**src/rtl/stage2_ch_acc_bias_relu_pkg.sv**
```systemverilog
// Shared stage-2 widths and defaults for the channel-sum / bias / ReLU back end.
// Latency: n/a (definitions only); backpressure: n/a.
package stage2_ch_acc_bias_relu_pkg;

   localparam int ST2_CI     = 3;
   localparam int ST2_AK_BW  = 33;
   // The channel sum grows by clog2(CI) bits so CI full-scale kernel results cannot overflow.
   localparam int ST2_ACI_BW = ST2_AK_BW + $clog2(ST2_CI);
   localparam int ST2_B_BW   = 16;
   localparam int ST2_SHIFT  = 8;
   localparam int ST2_O_BW   = 20;
   localparam int ST2_N_PIX  = 64;

endpackage

```
**src/rtl/stage2_relu_round_sat.sv**
```systemverilog
// ReLU, round-half-up arithmetic shift and saturation to a non-negative O_BW activation.
// Latency: combinational; backpressure: none.
module stage2_relu_round_sat
   import stage2_ch_acc_bias_relu_pkg::*;
#(
   parameter int IN_W  = ST2_ACI_BW + 1,
   parameter int SHIFT = ST2_SHIFT,
   parameter int O_BW  = ST2_O_BW
) (
   input  logic signed [IN_W-1:0] x,
   output logic signed [O_BW-1:0] act
);

   // One guard bit keeps x + half-LSB from wrapping at the positive extreme.
   localparam int W = IN_W + 1;
   localparam logic signed [W-1:0] RND     = $signed({{(W-1){1'b0}}, 1'b1} << (SHIFT - 1));
   localparam logic signed [W-1:0] ACT_MAX = $signed({{(W-O_BW+1){1'b0}}, {(O_BW-1){1'b1}}});

   logic signed [W-1:0] x_ext;
   logic signed [W-1:0] rounded;

   always_comb begin
      x_ext   = {x[IN_W-1], x};
      rounded = (x_ext + RND) >>> SHIFT;
      act     = '0;
      if (!x[IN_W-1]) begin
         if (rounded > ACT_MAX) begin
            act = ACT_MAX[O_BW-1:0];
         end else begin
            act = rounded[O_BW-1:0];
         end
      end
   end

endmodule

```
**src/rtl/stage2_ch_acc_bias_relu.sv**
```systemverilog
// Sums CI kernel results per pixel, adds bias, ReLU/round/saturate, tags pixel index and end of frame.
// Latency: 3 cycles from the last-channel valid to o_ot_valid; backpressure: none (push-only stream).
module stage2_ch_acc_bias_relu
   import stage2_ch_acc_bias_relu_pkg::*;
#(
   parameter int CI     = ST2_CI,
   parameter int AK_BW  = ST2_AK_BW,
   parameter int ACI_BW = ST2_ACI_BW,
   parameter int B_BW   = ST2_B_BW,
   parameter int SHIFT  = ST2_SHIFT,
   parameter int O_BW   = ST2_O_BW,
   parameter int N_PIX  = ST2_N_PIX,
   localparam int PIX_W = (N_PIX > 1) ? $clog2(N_PIX) : 1
) (
   input  logic                    clk,
   input  logic                    reset_n,
   input  logic                    i_clear,
   input  logic                    i_in_valid,
   input  logic signed [AK_BW-1:0] i_kernel_acc,
   input  logic signed [B_BW-1:0]  i_bias,
   output logic                    o_ot_valid,
   output logic signed [O_BW-1:0]  o_ot_act,
   output logic [PIX_W-1:0]        o_pix_idx,
   output logic                    o_frame_done
);

   localparam int               CH_W     = (CI > 1) ? $clog2(CI) : 1;
   localparam logic [CH_W-1:0]  CH_LAST  = CH_W'(CI - 1);
   localparam logic [PIX_W-1:0] PIX_LAST = PIX_W'(N_PIX - 1);

   logic                     in_vld;
   logic signed [AK_BW-1:0]  in_kacc;
   logic signed [B_BW-1:0]   in_bias;

   logic [CH_W-1:0]          ch_cnt;
   logic signed [ACI_BW-1:0] acc;
   logic signed [ACI_BW-1:0] kacc_ext;
   logic signed [ACI_BW-1:0] sum_nxt;
   logic signed [ACI_BW-1:0] r_sum;
   logic signed [B_BW-1:0]   r_bias;
   logic                     v1;

   logic signed [ACI_BW:0]   r_biased;
   logic                     v2;

   logic signed [O_BW-1:0]   act_nxt;
   logic [PIX_W-1:0]         pix_cnt;

   // Boundary register: the channel stage works on the registered input, which sets the 3-cycle latency.
   always_ff @(posedge clk or negedge reset_n) begin
      if (!reset_n) begin
         in_vld  <= 1'b0;
         in_kacc <= '0;
         in_bias <= '0;
      end else if (i_clear) begin
         in_vld  <= 1'b0;
      end else begin
         in_vld <= i_in_valid;
         if (i_in_valid) begin
            in_kacc <= i_kernel_acc;
            in_bias <= i_bias;
         end
      end
   end

   always_comb begin
      kacc_ext = {{(ACI_BW-AK_BW){in_kacc[AK_BW-1]}}, in_kacc};
      sum_nxt  = (ch_cnt == '0) ? kacc_ext : acc + kacc_ext;
   end

   always_ff @(posedge clk or negedge reset_n) begin
      if (!reset_n) begin
         ch_cnt <= '0;
         acc    <= '0;
         r_sum  <= '0;
         r_bias <= '0;
         v1     <= 1'b0;
      end else if (i_clear) begin
         ch_cnt <= '0;
         acc    <= '0;
         v1     <= 1'b0;
      end else begin
         v1 <= 1'b0;
         if (in_vld) begin
            if (ch_cnt == CH_LAST) begin
               r_sum  <= sum_nxt;
               r_bias <= in_bias;
               v1     <= 1'b1;
               ch_cnt <= '0;
            end else begin
               acc    <= sum_nxt;
               ch_cnt <= ch_cnt + CH_W'(1);
            end
         end
      end
   end

   always_ff @(posedge clk or negedge reset_n) begin
      if (!reset_n) begin
         r_biased <= '0;
         v2       <= 1'b0;
      end else if (i_clear) begin
         v2       <= 1'b0;
      end else begin
         v2 <= v1;
         if (v1) begin
            r_biased <= {r_sum[ACI_BW-1], r_sum}
                        + {{(ACI_BW+1-B_BW){r_bias[B_BW-1]}}, r_bias};
         end
      end
   end

   stage2_relu_round_sat #(
      .IN_W  (ACI_BW + 1),
      .SHIFT (SHIFT),
      .O_BW  (O_BW)
   ) u_relu_round_sat (
      .x   (r_biased),
      .act (act_nxt)
   );

   // o_ot_act and o_pix_idx hold between outputs; only the valid and frame pulse drop.
   always_ff @(posedge clk or negedge reset_n) begin
      if (!reset_n) begin
         o_ot_valid   <= 1'b0;
         o_ot_act     <= '0;
         o_pix_idx    <= '0;
         o_frame_done <= 1'b0;
         pix_cnt      <= '0;
      end else if (i_clear) begin
         o_ot_valid   <= 1'b0;
         o_ot_act     <= '0;
         o_pix_idx    <= '0;
         o_frame_done <= 1'b0;
         pix_cnt      <= '0;
      end else begin
         o_ot_valid   <= v2;
         o_frame_done <= v2 && (pix_cnt == PIX_LAST);
         if (v2) begin
            o_ot_act  <= act_nxt;
            o_pix_idx <= pix_cnt;
            pix_cnt   <= (pix_cnt == PIX_LAST) ? '0 : pix_cnt + PIX_W'(1);
         end
      end
   end

endmodule
```
**config.mk**
```make
export PLATFORM = sky130hd
export DESIGN_NAME = stage2_ch_acc_bias_relu
export DESIGN_NICKNAME = d
export VERILOG_FILES = /design/src/rtl/stage2_ch_acc_bias_relu_pkg.sv /design/src/rtl/stage2_relu_round_sat.sv /design/src/rtl/stage2_ch_acc_bias_relu.sv
export SDC_FILE = /design/constraint.sdc
export NUM_CORES = 1
export LEC_CHECK = 0
export ABC_AREA = 1
export BUFFER_PORTS_ARGS = -buffer_cell sky130_fd_sc_hd__clkbuf_2
export CORE_UTILIZATION = 29
export DETAILED_ROUTE_END_ITERATION = 8
export PLACE_DENSITY = 0.48
export SETUP_SLACK_MARGIN = 0.2
export SLEW_MARGIN = 20
export SYNTH_ARGS = -nofsm -noshare
export SYNTH_HDL_FRONTEND = slang
export SYNTH_SLANG_ARGS = --single-unit
```
**constraint.sdc**
```tcl
create_clock -name clk -period 2 [get_ports clk]
set_input_delay 0.2 -clock clk [delete_from_list [all_inputs] [get_ports clk]]
set_output_delay 0.2 -clock clk [all_outputs]
set_load 0.01 [all_outputs]
```
# Word-level counts from Yosys, hierarchy flattened
# Index checks and enable logic that the tools add are counted.
[op_classes]
n_lt_le_gt_ge = 1
add_sub_neg = 5
n_bitwise = 1
n_mux = 23
n_eq_ne = 3
reduce_logical = 8
[op_table]
columns = ["op", "n"]
rows = [
  ["$mux W35", 4],
  ["$mux W20", 4],
  ["$add A36 B9 Y37 const B", 1],
  ["$add A35 B16 Y36", 1],
  ["$add A35 B33 Y35", 1],
  ["$mux W6", 5],
  ["$gt A29 B20 Y1 const B", 1],
  ["$mux W1", 7],
  ["$add A6 B1 Y6 const B", 1],
  ["$eq A6 B6 Y1 const B", 1],
  ["$mux W2", 3],
  ["$reduce_and A2 Y1", 3],
  ["$reduce_bool A2 Y1", 2],
  ["$reduce_and A3 Y1", 1],
  ["$add A2 B1 Y2 const B", 1],
  ["$eq A2 B2 Y1 const B", 1],
  ["$logic_not A2 Y1", 1],
  ["$ne A2 B2 Y1 const B", 1],
  ["$logic_and A1 B1 Y1", 1],
  ["$not A1 Y1", 1],
]
[word_totals]
output_inout_bits = 28
word_cells = 56
regBits = 210

# Longest topological paths before layout
[depth]
word_depth = 6
depth_mapped = 17

# Cells and area by module
# A second synthesis with hierarchy kept.
[unflattened]
cells_unflattened = 2016
hier_area_um2 = 14178.6
[modules_own_cells]
columns = ["module", "cells_each", "area_each_um2", "seq_area_each_um2", "instances"]
rows = [
  ["stage2_ch_acc_bias_relu", 1820, 13002.5, 5255.0, 1],
  ["stage2_relu_round_sat", 196, 1176.1, 0.0, 1],
]

# Worst setup path before layout
# OpenSTA, ideal clock, no wires.
[synth_timing]
path_type = "reg-to-reg"
from = "register r_bias[15]"
to = "register r_biased[25]"
required_ps = 1870
setup_slack_ps = -165
path_stages_with_launch = 10
n_path_buf = 0
synth_period_minus_slack_ps = 2165
setup_time_ps = 130
arrival_time_ps = 2034
path_cell_list = "dfrtp_1 -> ha_1 -> a21oi_1 -> o21ai_0 -> a21oi_1 -> o21a_1 -> nand2_1 -> or2_2 -> nand3_1 -> o21ai_0"
[synth_via]
elab_chain_len = 1
[synth_lines]
columns = ["item", "line", "source"]
rows = [
  ["start, declared", "stage2_ch_acc_bias_relu.sv:40", "logic signed [B_BW-1:0] r_bias;"],
  ["start signal, assigned", "stage2_ch_acc_bias_relu.sv:87", "r_bias <= in_bias;"],
  ["$add A35 B16 Y36", "stage2_ch_acc_bias_relu.sv:108", "+ {{(ACI_BW+1-B_BW){r_bias[B_BW-1]}}, r_bias};"],
  ["end signal, assigned", "stage2_ch_acc_bias_relu.sv:107", "r_biased <= {r_sum[ACI_BW-1], r_sum}"],
  ["end, declared", "stage2_ch_acc_bias_relu.sv:43", "logic signed [ACI_BW:0] r_biased;"],
]
# Every way passes these cells.
# A chain may end at the register's enable or synchronous reset.

# Final worst setup path
[layout_timing]
from = "register r_bias[15]"
to = "register r_biased[33]"
# Same word-level chain as after synthesis.

==> impl_metrics.toml <==
[synth]
syn_nets = 2058
syn_inst = 1934
ys_types = 39
synthFlopType = "dfrtp_1"
syn_area_um2 = 13200
syn_area_per_cell_um2 = 6.81
yosysSeqAreaShare_pct = 38.6
ys_ff_latch = 203
synth_edf_count = 0
synth_async_sr_flop_share_pct = 100
yosys_warnings = 0

[grt]
antenna_found_initial = 0
met3_usage_pct = 2.34
use_met2_pct = 35.4
grt_first_pass_wirelength_mm = 75.8
grt_pass1_vias = 14562
grt-busiest-layer = "met2"
track_usage_pct = 20.3
grt_util_met1_pct = 25.9
grt_overflow_total = 0
grt_start_max_net_pins = 71

[clocking]
path_clk_slew_ns = 0.06
htreeDepth = 1
clock_sinks = 203
root_buffer = "clkbuf_16"
clock_path_buffers = 3
cts_buffers = 26
cts_tree = "done"
clkLatencyLatePin_ns = 0.56

[pwr]
ir_drop_mv = 0.812
leakage_nw = 10.2
power_per_cell_area_nw_per_um2 = 1040
power_mw = 22.2

[place]
dp_slack_ns = -0.399
io_buffers = 80
dp.cells = 2814
post-dp-hpwl_mm = 34.2
gp_congestion = 0.924

[run_status]
status = "finished, violations left"
violations = "setup timing"

[worst_setup_path]
critical-path-top-delay-family = "compound AO/OA/AOI/OAI gates"
cp_cell_sequence = "clkbuf_16, ha_4, a21oi_1, o21ai_1, a21oi_1, o21a_1, nand4_1, nand3_2, o21ai_0"
critical_path_buf_inv_count = 1
startpoint_type = "flip-flop"
cp.arrival_ns = 2.69
path_depth = 9
cp.required_ns = 2.39
reg2regPathDepth = 9
crit_top_cell = "a21oi_1"
max_stage_delay_ns = 0.54
slowest_stage = "dfrtp_4"
crit_path_max_fanout = 8
critPathKind = "flip-flop to flip-flop"
crit_path_end_kind = "flip-flop"

[final_layout]
layout_commonest_cell = "nand2_1"
stdcell_count = 2994
drive_above_1_share_pct = 40.7
syn_to_final_growth_pct = 62.4
n_antenna_cell = 0
mostFrequentLayoutCells = "nand2_1, buf_4, dfrtp_1, inv_1, nand2_2"
fin_nets = 2506

[routing]
routed_wl_mm = 47.0
wl_per_cell_um = 15.7
dr_total_vias = 14103
post_drt_via_cell_ratio = 4.71
drt_iter0_markers = 641
final_antenna_net_count = 0
drt-pass1-iter-count = 4
drc = 0

[sta]
setup_viol = 73
skew_ns = 0.0322
setup_ws_ns = -0.301
hold_viol = 0
max-slew-margin-rel_pct = 54.6
fin_crit_sh_pct = 115
setup-tns-final_ns = -6.68
rsz0062_at_grt = "yes"
post-route-min-period_ns = 2.30
worst_pin_slew_ns = 0.681
slew_violations = 0
fmax_mhz = 435

[floorplanning]
die_x_um = 215
die_h_um = 215
die-area_um2 = 46300
start_util_pct = 29.6
core_um2 = 44500
io_pins = 81
num_rows = 77

[job]
cap_viol_max_count = 0

[worst_hold_path]
holdCritPathClass = "primary input to async pin"
registers in the layout (all words and copies together), names as in the netlist, 2 cells and up:
register / cells
acc: 35
r_sum: 35
in_kacc: 33
r_biased: 29
o_ot_act: 20
in_bias: 16
r_bias: 16
o_pix_idx: 6
pix_cnt: 6
ch_cnt: 2
logic make-up (layout without fill, tap and decap cells):
| kind of cell | count (synthesis) | in the layout | synth area share, % |
|---|---|---|---|
| AND/OR/NAND/NOR | 1141 | 1141 | 34.9 |
| flip-flops | 203 | 203 | 38.6 |
| AO/OA/AOI/OAI | 271 | 271 | 11.1 |
| XOR/XNOR | 40 | 40 | 2.66 |
| buffers and inverters | 208 | 676 | 5.98 |
| adder cells (fa/ha/maj) | 71 | 71 | 6.80 |
layout make-up:
| cell class | instances | area (um^2) |
|---|---|---|
| multi-input cells | 1523 | 10200 |
| fillers | 4382 | 23100 |
| flip-flops and latches | 203 | 5100 |
| clock buffers | 39 | 769 |
| inverters | 166 | 633 |
| clock inverters | 9 | 159 |
| repair buffers | 462 | 3800 |
| well taps | 592 | 741 |
per-layer routing:
layer	up-vias	part of all wire (%)
met3	88	2.6
met5	-	0
met4	0	3.5
met1	6677	45
li1	7136	-
met2	202	49
stage by stage:
step / util [%] / cell area (um^2) / hold slack (ns)
2_1_floorplan: - / 13500 / -0.0956
3_3_place_gp: 37.0 / 16400 / 0.162
3_5_place_dp: 37.0 / 16400 / 0.166
4_1_cts: 45.2 / 20100 / 0.156
5_1_grt: 48.1 / 21400 / 0.189
6_report: 48.1 / 21400 / 0.161
repair_timing:
action,4_1_cts,5_1_grt
setup buffers,47,28
pin swaps,125,125
endpoints found under the setup margin,123,114
hold buffers,52,0
hold endpoints to repair,225,0
gates resized for setup,453,256
gates cloned,3,2
report_power, final:
part	total, mW	internal [mW]	switching [mW]
clock	5.01	3.16	1.85
sequential	5.66	4.84	0.819
combinational	11.6	5.61	5.95
synthesized netlist by cell type (all sizes together), types with 4 or more instances:
cell type / n / area share (%)
o211ai: 8 / 0.46
o21ai: 142 / 5.4
nor4: 5 / 0.24
o21a: 7 / 0.40
or2: 7 / 0.33
nand2: 807 / 23
nand3b: 17 / 0.97
a21oi: 85 / 3.2
xor2: 16 / 1.1
inv: 165 / 4.7
o21bai: 10 / 0.57
ha: 70 / 6.6
nor3: 12 / 0.49
xnor2: 24 / 1.6
nand3: 105 / 4.0
a21o: 4 / 0.23
nand4: 15 / 0.71
a31oi: 6 / 0.28
nor2: 169 / 4.9
clkbuf: 40 / 1.1
o22ai: 4 / 0.19
dfrtp: 203 / 39
final timing paths:
| path | from | to | slack [ns] |
|---|---|---|---|
| worst max-delay path | r_bias[15] | r_biased[33] | -0.30 |
| worst min-delay path | reset_n | pix_cnt[3] | 0.16 |
| worst max register to register | r_bias[15] | r_biased[33] | -0.30 |
| worst min register to register | o_ot_act[9] | o_ot_act[9] | 0.47 |
| max in group asynchronous | reset_n | r_biased[15] | 1.10 |
| min in group clk | i_kernel_acc[17] | in_kacc[17] | 0.37 |
worst reg2reg max path: cells and delay by family, from the launching register on:
| family | cells | cell delay [ns] |
|---|---|---|
| compound gates | 5 | 0.94 |
| fa+ha+maj | 1 | 0.24 |
| buf+inv | 1 | 0.21 |
| flops | 1 | 0.54 |
| simple gates | 2 | 0.20 |
Note: power is estimated with default switching activity, not from simulation.
